<file path="config.mk">
export PLATFORM = sky130hd
export DESIGN_NAME = sync_fifo_flat
export DESIGN_NICKNAME = d
export VERILOG_FILES = /design/src/rtl/sync_fifo_if.sv /design/src/rtl/sync_fifo.sv /design/src/flat_wrapper.sv
export SDC_FILE = /design/constraint.sdc
export NUM_CORES = 1
export LEC_CHECK = 0
export ABC_AREA = 1
export CORE_ASPECT_RATIO = 0.9
export CORE_MARGIN = 1
export CORE_UTILIZATION = 40
export DETAILED_ROUTE_END_ITERATION = 10
export SETUP_SLACK_MARGIN = 0.1
export SLEW_MARGIN = 20
export SYNTH_ARGS = -nofsm -noshare
export SYNTH_HDL_FRONTEND = slang
export SYNTH_SLANG_ARGS = --single-unit
</file>
<file path="constraint.sdc">
create_clock -name clk -period 3.59 [get_ports clk]
set_clock_uncertainty 0.05 [all_clocks]
set_input_delay 0.718 -clock clk [delete_from_list [all_inputs] [get_ports clk]]
set_output_delay 0.718 -clock clk [all_outputs]
set_load 0.005 [all_outputs]
</file>
<file path="src/rtl/sync_fifo_if.sv">
// -----------------------------------------------------------------------------
// sync_fifo_if
//   Bundles the producer/consumer side of sync_fifo: write and read requests,
//   data, flush and every status output. clk and rst_n are not part of it.
//
//   master : the user of the FIFO (drives requests, observes status)
//   slave  : the FIFO itself
//
//   flush        synchronous clear of pointers, count and error flags
//   winc/wdata   write request and data
//   rinc         read request (pop in first-word-fall-through mode)
//   rdata/rvalid read data and its qualifier
//   wfull/rempty full and empty flags
//   almostfull/almostempty   threshold flags decoded from count
//   count        occupancy, 0..DEPTH
//   overflow/underflow       sticky error flags
// -----------------------------------------------------------------------------
interface sync_fifo_if #(
   parameter int DATASIZE = 8,
   parameter int ADDRSIZE = 4
);
   logic                flush;
   logic                winc;
   logic [DATASIZE-1:0] wdata;
   logic                rinc;
   logic [DATASIZE-1:0] rdata;
   logic                rvalid;
   logic                wfull;
   logic                rempty;
   logic                almostfull;
   logic                almostempty;
   logic [ADDRSIZE:0]   count;
   logic                overflow;
   logic                underflow;

   modport master (
      output flush, winc, wdata, rinc,
      input  rdata, rvalid, wfull, rempty, almostfull, almostempty,
             count, overflow, underflow
   );

   modport slave (
      input  flush, winc, wdata, rinc,
      output rdata, rvalid, wfull, rempty, almostfull, almostempty,
             count, overflow, underflow
   );
endinterface

</file>
<file path="src/rtl/sync_fifo.sv">
// -----------------------------------------------------------------------------
// sync_fifo
//   Single-clock FIFO with its own storage array, binary pointers carrying a
//   wrap bit, occupancy and threshold flags, sticky overflow/underflow, a
//   synchronous flush, and either a registered read (FWFT=0) or a
//   first-word-fall-through read (FWFT=1).
//
//   clk    rising-edge clock for all state
//   rst_n  asynchronous active-low reset
//   bus    sync_fifo_if.slave: requests, data and status (see the interface)
//
//   Parameters: DATASIZE word width, ADDRSIZE address bits (DEPTH = 1<<ADDRSIZE),
//   AFULL_THRESH (count >= thresh), AEMPTY_THRESH (count <= thresh), FWFT mode.
// -----------------------------------------------------------------------------
module sync_fifo #(
   parameter int DATASIZE      = 8,
   parameter int ADDRSIZE      = 4,
   parameter int AFULL_THRESH  = (1 << ADDRSIZE) - 2,
   parameter int AEMPTY_THRESH = 2,
   parameter int FWFT          = 0
) (
   input logic        clk,
   input logic        rst_n,
   sync_fifo_if.slave bus
);

   localparam int DEPTH = 1 << ADDRSIZE;

   typedef logic [ADDRSIZE:0]   ptr_t;
   typedef logic [DATASIZE-1:0] word_t;

   // Thresholds and depth as pointer-width constants; AFULL_THRESH may equal
   // DEPTH, which needs the extra bit.
   localparam ptr_t DEPTH_C  = ptr_t'(DEPTH);
   localparam ptr_t AFULL_C  = ptr_t'(AFULL_THRESH);
   localparam ptr_t AEMPTY_C = ptr_t'(AEMPTY_THRESH);
   localparam ptr_t ONE_C    = ptr_t'(1);

   word_t mem [0:DEPTH-1];

   ptr_t  wptr_q, wptr_d;
   ptr_t  rptr_q, rptr_d;
   logic  overflow_q, overflow_d;
   logic  underflow_q, underflow_d;

   ptr_t                count;
   logic                wfull;
   logic                rempty;
   logic                wr_ok;
   logic                rd_ok;
   logic [ADDRSIZE-1:0] waddr;
   logic [ADDRSIZE-1:0] raddr;

   // ---------------------------------------------------------------------------
   // Flags: purely combinational from the pointer registers. Because the
   // pointers carry a wrap bit, the modulo difference distinguishes full
   // (DEPTH) from empty (0) without any extra state.
   // ---------------------------------------------------------------------------
   assign count  = wptr_q - rptr_q;
   assign wfull  = (count == DEPTH_C);
   assign rempty = (count == '0);
   assign waddr  = wptr_q[ADDRSIZE-1:0];
   assign raddr  = rptr_q[ADDRSIZE-1:0];

   // The full/empty gate is on the current state only: a read in the same
   // cycle does not make room for a write when full, and vice versa.
   assign wr_ok = bus.winc & ~wfull  & ~bus.flush;
   assign rd_ok = bus.rinc & ~rempty & ~bus.flush;

   assign bus.count       = count;
   assign bus.wfull       = wfull;
   assign bus.rempty      = rempty;
   assign bus.almostfull  = (count >= AFULL_C);
   assign bus.almostempty = (count <= AEMPTY_C);
   assign bus.overflow    = overflow_q;
   assign bus.underflow   = underflow_q;

   // ---------------------------------------------------------------------------
   // Next-state logic for pointers and sticky error flags. flush wins over
   // both requests.
   // ---------------------------------------------------------------------------
   always_comb begin
      // NOTE: every variable gets a default first so no path leaves it
      // unassigned; otherwise synthesis would infer a latch.
      wptr_d      = wptr_q;
      rptr_d      = rptr_q;
      overflow_d  = overflow_q;
      underflow_d = underflow_q;

      if (bus.flush) begin
         wptr_d      = '0;
         rptr_d      = '0;
         overflow_d  = 1'b0;
         underflow_d = 1'b0;
      end else begin
         if (wr_ok) wptr_d = wptr_q + ONE_C;
         if (rd_ok) rptr_d = rptr_q + ONE_C;
         if (bus.winc && wfull)  overflow_d  = 1'b1;
         if (bus.rinc && rempty) underflow_d = 1'b1;
      end
   end

   always_ff @(posedge clk or negedge rst_n) begin
      // NOTE: state registers use non-blocking assignments so every flop
      // samples pre-edge values regardless of block evaluation order.
      if (!rst_n) begin
         wptr_q      <= '0;
         rptr_q      <= '0;
         overflow_q  <= 1'b0;
         underflow_q <= 1'b0;
      end else begin
         wptr_q      <= wptr_d;
         rptr_q      <= rptr_d;
         overflow_q  <= overflow_d;
         underflow_q <= underflow_d;
      end
   end

   // NOTE: the storage array has no reset and flush leaves it alone; its
   // contents are only ever observed behind the pointers, so clearing it
   // would cost a reset net on every bit for nothing.
   always_ff @(posedge clk) begin
      if (wr_ok) mem[waddr] <= bus.wdata;
   end

   // ---------------------------------------------------------------------------
   // Read port
   // ---------------------------------------------------------------------------
   if (FWFT != 0) begin : g_fwft
      // Head word is always presented; a pop simply advances rptr.
      assign bus.rdata  = mem[raddr];
      assign bus.rvalid = ~rempty;
   end else begin : g_reg
      word_t rdata_q, rdata_d;
      logic  rvalid_q, rvalid_d;

      // rd_ok already excludes flush, so flush drops rvalid and holds rdata.
      always_comb begin
         rdata_d  = rdata_q;
         rvalid_d = rd_ok;
         if (rd_ok) rdata_d = mem[raddr];
      end

      always_ff @(posedge clk or negedge rst_n) begin
         if (!rst_n) begin
            rdata_q  <= '0;
            rvalid_q <= 1'b0;
         end else begin
            rdata_q  <= rdata_d;
            rvalid_q <= rvalid_d;
         end
      end

      assign bus.rdata  = rdata_q;
      assign bus.rvalid = rvalid_q;
   end

endmodule

</file>
<file path="src/flat_wrapper.sv">
// flat-port wrapper written by rule: the top's interface ports become plain ports
module sync_fifo_flat 
#(
   parameter int DATASIZE      = 8,
   parameter int ADDRSIZE      = 4,
   parameter int AFULL_THRESH  = (1 << ADDRSIZE) - 2,
   parameter int AEMPTY_THRESH = 2,
   parameter int FWFT          = 0
)
  (clk, rst_n, bus_flush, bus_winc, bus_wdata, bus_rinc, bus_rdata, bus_rvalid, bus_wfull, bus_rempty, bus_almostfull, bus_almostempty, bus_count, bus_overflow, bus_underflow);
  sync_fifo_if #(.DATASIZE(DATASIZE), .ADDRSIZE(ADDRSIZE)) bus_i ();
  input logic clk;
  input logic rst_n;
  input wire logic [$bits(bus_i.flush)-1:0] bus_flush;
  input wire logic [$bits(bus_i.winc)-1:0] bus_winc;
  input wire logic [$bits(bus_i.wdata)-1:0] bus_wdata;
  input wire logic [$bits(bus_i.rinc)-1:0] bus_rinc;
  output wire logic [$bits(bus_i.rdata)-1:0] bus_rdata;
  output wire logic [$bits(bus_i.rvalid)-1:0] bus_rvalid;
  output wire logic [$bits(bus_i.wfull)-1:0] bus_wfull;
  output wire logic [$bits(bus_i.rempty)-1:0] bus_rempty;
  output wire logic [$bits(bus_i.almostfull)-1:0] bus_almostfull;
  output wire logic [$bits(bus_i.almostempty)-1:0] bus_almostempty;
  output wire logic [$bits(bus_i.count)-1:0] bus_count;
  output wire logic [$bits(bus_i.overflow)-1:0] bus_overflow;
  output wire logic [$bits(bus_i.underflow)-1:0] bus_underflow;
  assign bus_i.flush = bus_flush;
  assign bus_i.winc = bus_winc;
  assign bus_i.wdata = bus_wdata;
  assign bus_i.rinc = bus_rinc;
  assign bus_rdata = bus_i.rdata;
  assign bus_rvalid = bus_i.rvalid;
  assign bus_wfull = bus_i.wfull;
  assign bus_rempty = bus_i.rempty;
  assign bus_almostfull = bus_i.almostfull;
  assign bus_almostempty = bus_i.almostempty;
  assign bus_count = bus_i.count;
  assign bus_overflow = bus_i.overflow;
  assign bus_underflow = bus_i.underflow;
  sync_fifo #(.DATASIZE(DATASIZE), .ADDRSIZE(ADDRSIZE), .AFULL_THRESH(AFULL_THRESH), .AEMPTY_THRESH(AEMPTY_THRESH), .FWFT(FWFT)) u_core (.clk(clk), .rst_n(rst_n), .bus(bus_i));
endmodule
</file>
==> impl_results.md <==
* Status: complete, no violations
* Yosys warnings at 0
* Worst path required time at around 2.8 ns
* Hold Crit Class: in -> async
* RD Place Congestion at a little under 0.9
* Area leader, netlist: edfxtp_1
* R2R Setup Slk at 0.46 ns
* Max-slew violations at 0
* Post-synthesis async set-or-reset flop share at ~14%
* VDD IR max at roughly 0.37 mV
* Non-filler cells, final at 1034
* Mapped Avg Cell Area at 9.48 um2
* Placement Setup Slack at 0.362 ns
* GRT Util Overall at about a fifth
* CP Max Fanout at 3
* Routed vias at ~4900
* Layout cell share with drive strength beyond 1 at roughly a tenth
* Initial Util at between 40% and 50%
* Largest net degree at the start of global routing at a little under 70
* FMAX at ~0.30 GHz
* Dominant cells by area after synthesis: edfxtp_1 55%, nand2_1 13%, inv_1 7.5%, dfrtp_1 7.5%, nand3_1 6.8%
* Hold Violations, Final at 0
* Setup slack after layout at between 0.2 and 0.25 ns
* Final period util at 93.8%
* Pwr Density at between 600 and 700 nW/um2
* # diodes at 0
* Delay-heaviest family, CP: buffers and inverters
* Setup crit start kind: flip-flop
* Placed Cells at 999
* CTS tree: built
* Die ar. at between 15000 and 20000 um2
* Most frequent cells after synthesis: 245 x nand2_1, 141 x inv_1, 128 x edfxtp_1
* Max-Cap Viols at 0
* Finish-stage setup viols at 0
* I/O pin count at 33
* Number of CTS-inserted buffers at 17
* Die Y at 128 um
* # hold bufs at CTS at 0
* Clock Path Buffers at 2
* Post-DP HPWL at between 10000 and 15000 um
* Syn Inst Count at roughly 740
* Fin crit period at between 3 and 4 ns
* Worst skew pair latency at about 0.42 ns
* Post-Synthesis Cell Area at approximately 7000 um2
* Worst-path cell chain: inv_1, ha_2, fa_2, nand3b_1, nand2_1, nand2_1, nand2_2, buf_12, nand4_4, inv_1, clkdlybuf4s50_1
* Register area share after synthesis at between 60 and 70%
* Grt ovf at 0
* Vias per cell at 4.75
* Clock root buffer: clkbuf_16
* Arr. time, crit path at ~2.6 ns
* First-pass GRT wire length at 25400 um
* Core Box Area at approximately 17000 um2
* Nets at roughly 810
* Count leader, synth: nand2_1
* Yosys top cell area share at between 50% and 60%
* DR DRC count at 0
* CP Buf/Inv Count at 4
* Ys flop type: edfxtp_1
* CTS sink count at about 150
* Rel. slew slack at roughly a third
* Fillers at between 1500 and 2000
* Number of synthesized flops with an enable pin at approximately 130
* Chip Width at approximately 140 um
* Min Hold Slack at roughly 0.21 ns
* Number of global-route vias before repair at ~4700
* WS Path Type: reg -> out
* Yosys reg bits at 149
* Initial DRC Count at roughly 340
* Slowest-stage cell, CP: clkdlybuf4s50_1
* Leakage at roughly 3.7 nW
* Finished Cell Area at ~8300 um2
* Port bufs at 32
* # H-tree levels at 4
* Reg clk slew, reported paths at about 0.060 ns
* Area growth syn-to-layout at 18.0%
* CP max stage delay at 0.49 ns
* Worst-Margin Slew at slightly below 1 ns
* Post-route ant nets at 0
* Avg WL per Cell at 15.2 um
* FP Rows at 45
* Count of cell types in the netlist at 28
* Setup TNS at 0 ns
* Syn_nets at 764
* RSZ-0062 raised after global routing: false
* Aggregate routed wire length at ~16000 um
* Dpl cell area at 7630 um2
* CP endpoint kind: output port
* First-pass DRT Iterations at 5
* Initial antenna violation count at 0
==> per-stage QoR <==
step                utilization, %  power, mW
floorplan                        -       3.10
global placement              44.8       3.67
detailed placement            44.8       3.71
CTS                           48.5       5.53
global route                  48.7       5.85
finish                        48.7       5.56
==> power by group <==
group          internal (mW)  leakage (nW)  switching (mW)
clock                   1.10         0.286           0.714
combinational          0.686          2.01            1.04
sequential              1.98          1.43          0.0472
total                   3.76          3.72            1.80
==> worst register-to-register path, cell delays in order, from the launching register on <==
cell and delay (ns):
dfrtp_2 0.37, buf_4 0.58, clkinv_2 1.05, nand2_1 0.29
nand3_1 0.11, nand2_1 0.11, nand2_1 0.06, nand2_1 0.11
inv_1 0.06, nand2_1 0.07, nand4_1 0.12, nand2_1 0.10
==> cells by family after synthesis <==
family                   share of synthesized area [%]
buffers and inverters                             10.4
XOR/XNOR                                         0.873
AO/OA/AOI/OAI                                     1.12
flip-flops                                        62.2
AND/OR/NAND/NOR                                   23.5
adder cells (fa/ha/maj)                           1.89
==> sequential cells by signal, indices dropped and copies added (netlist names) <==
| name | cells |
|---|---|
| u_core.mem | 128 |
| u_core.bus.underflow | 1 |
| u_core.bus.overflow | 1 |
| u_core.rptr_q | 5 |
| u_core.bus.rdata | 8 |
| u_core.bus.rvalid | 1 |
| u_core.wptr_q | 5 |
==> repair_timing <==
| action | 4_1_cts | 5_1_grt |
|---|---|---|
| buffers inserted | 1 | 2 |
| endpoints found under the setup margin | 4 | 4 |
| pin swaps | 0 | 3 |
| resized for setup | 5 | 6 |
==> layout by cell type (no fill, tap or decap), drive strengths merged <==
master and count:
nand4 14, clkbuf 17, inv 146, o21a 1
xnor2 2, nand3b 1, clkdlybuf4s50 29, nand2 249
nand3 99, buf 26, xor2 5, o31ai 1
a21oi 4, fa 1, clkinvlp 4, nor2 23
clkinv 9, ha 9, bufinv 3, dfrtp 21
dlymetal6s2s 2, edfxtp 128, o21ai 5
==> path summary, 6_finish.rpt <==
kind | start | to | depth (start not counted)
max | u_core.wptr_q[0] | bus_rempty | 11
min | rst_n | u_core.bus.rdata[7] | 1
max reg2reg | u_core.rptr_q[0] | u_core.bus.rdata[3] | 11
min reg2reg | u_core.bus.rdata[2] | u_core.bus.rdata[2] | 2
max in group asynchronous | rst_n | u_core.wptr_q[0] | 1
min in group clk | u_core.bus.rdata[2] | u_core.bus.rdata[2] | 2
==> final cells by class <==
type | count | area, um2 | share of cell area [%]
multi-input combinational | 414 | 1940 | 23.5
sequential | 149 | 4370 | 52.7
clock inverter | 15 | 179 | 2.16
tap | 235 | 294 | 3.55
clock buffer | 17 | 425 | 5.13
inverter | 147 | 554 | 6.69
timing repair buffer | 57 | 520 | 6.28
==> per-layer routing <==
layer	vias up	share of wire, %	routed length [um]	global-route usage [%]
met5	-	0	0	0
met4	0	1.2	193	6.51
met3	20	4.0	636	3.85
met2	107	45	7130	28.5
met1	2346	49	7790	27.1
li1	2436	-	-	-
(Power assumes the default switching activity.)
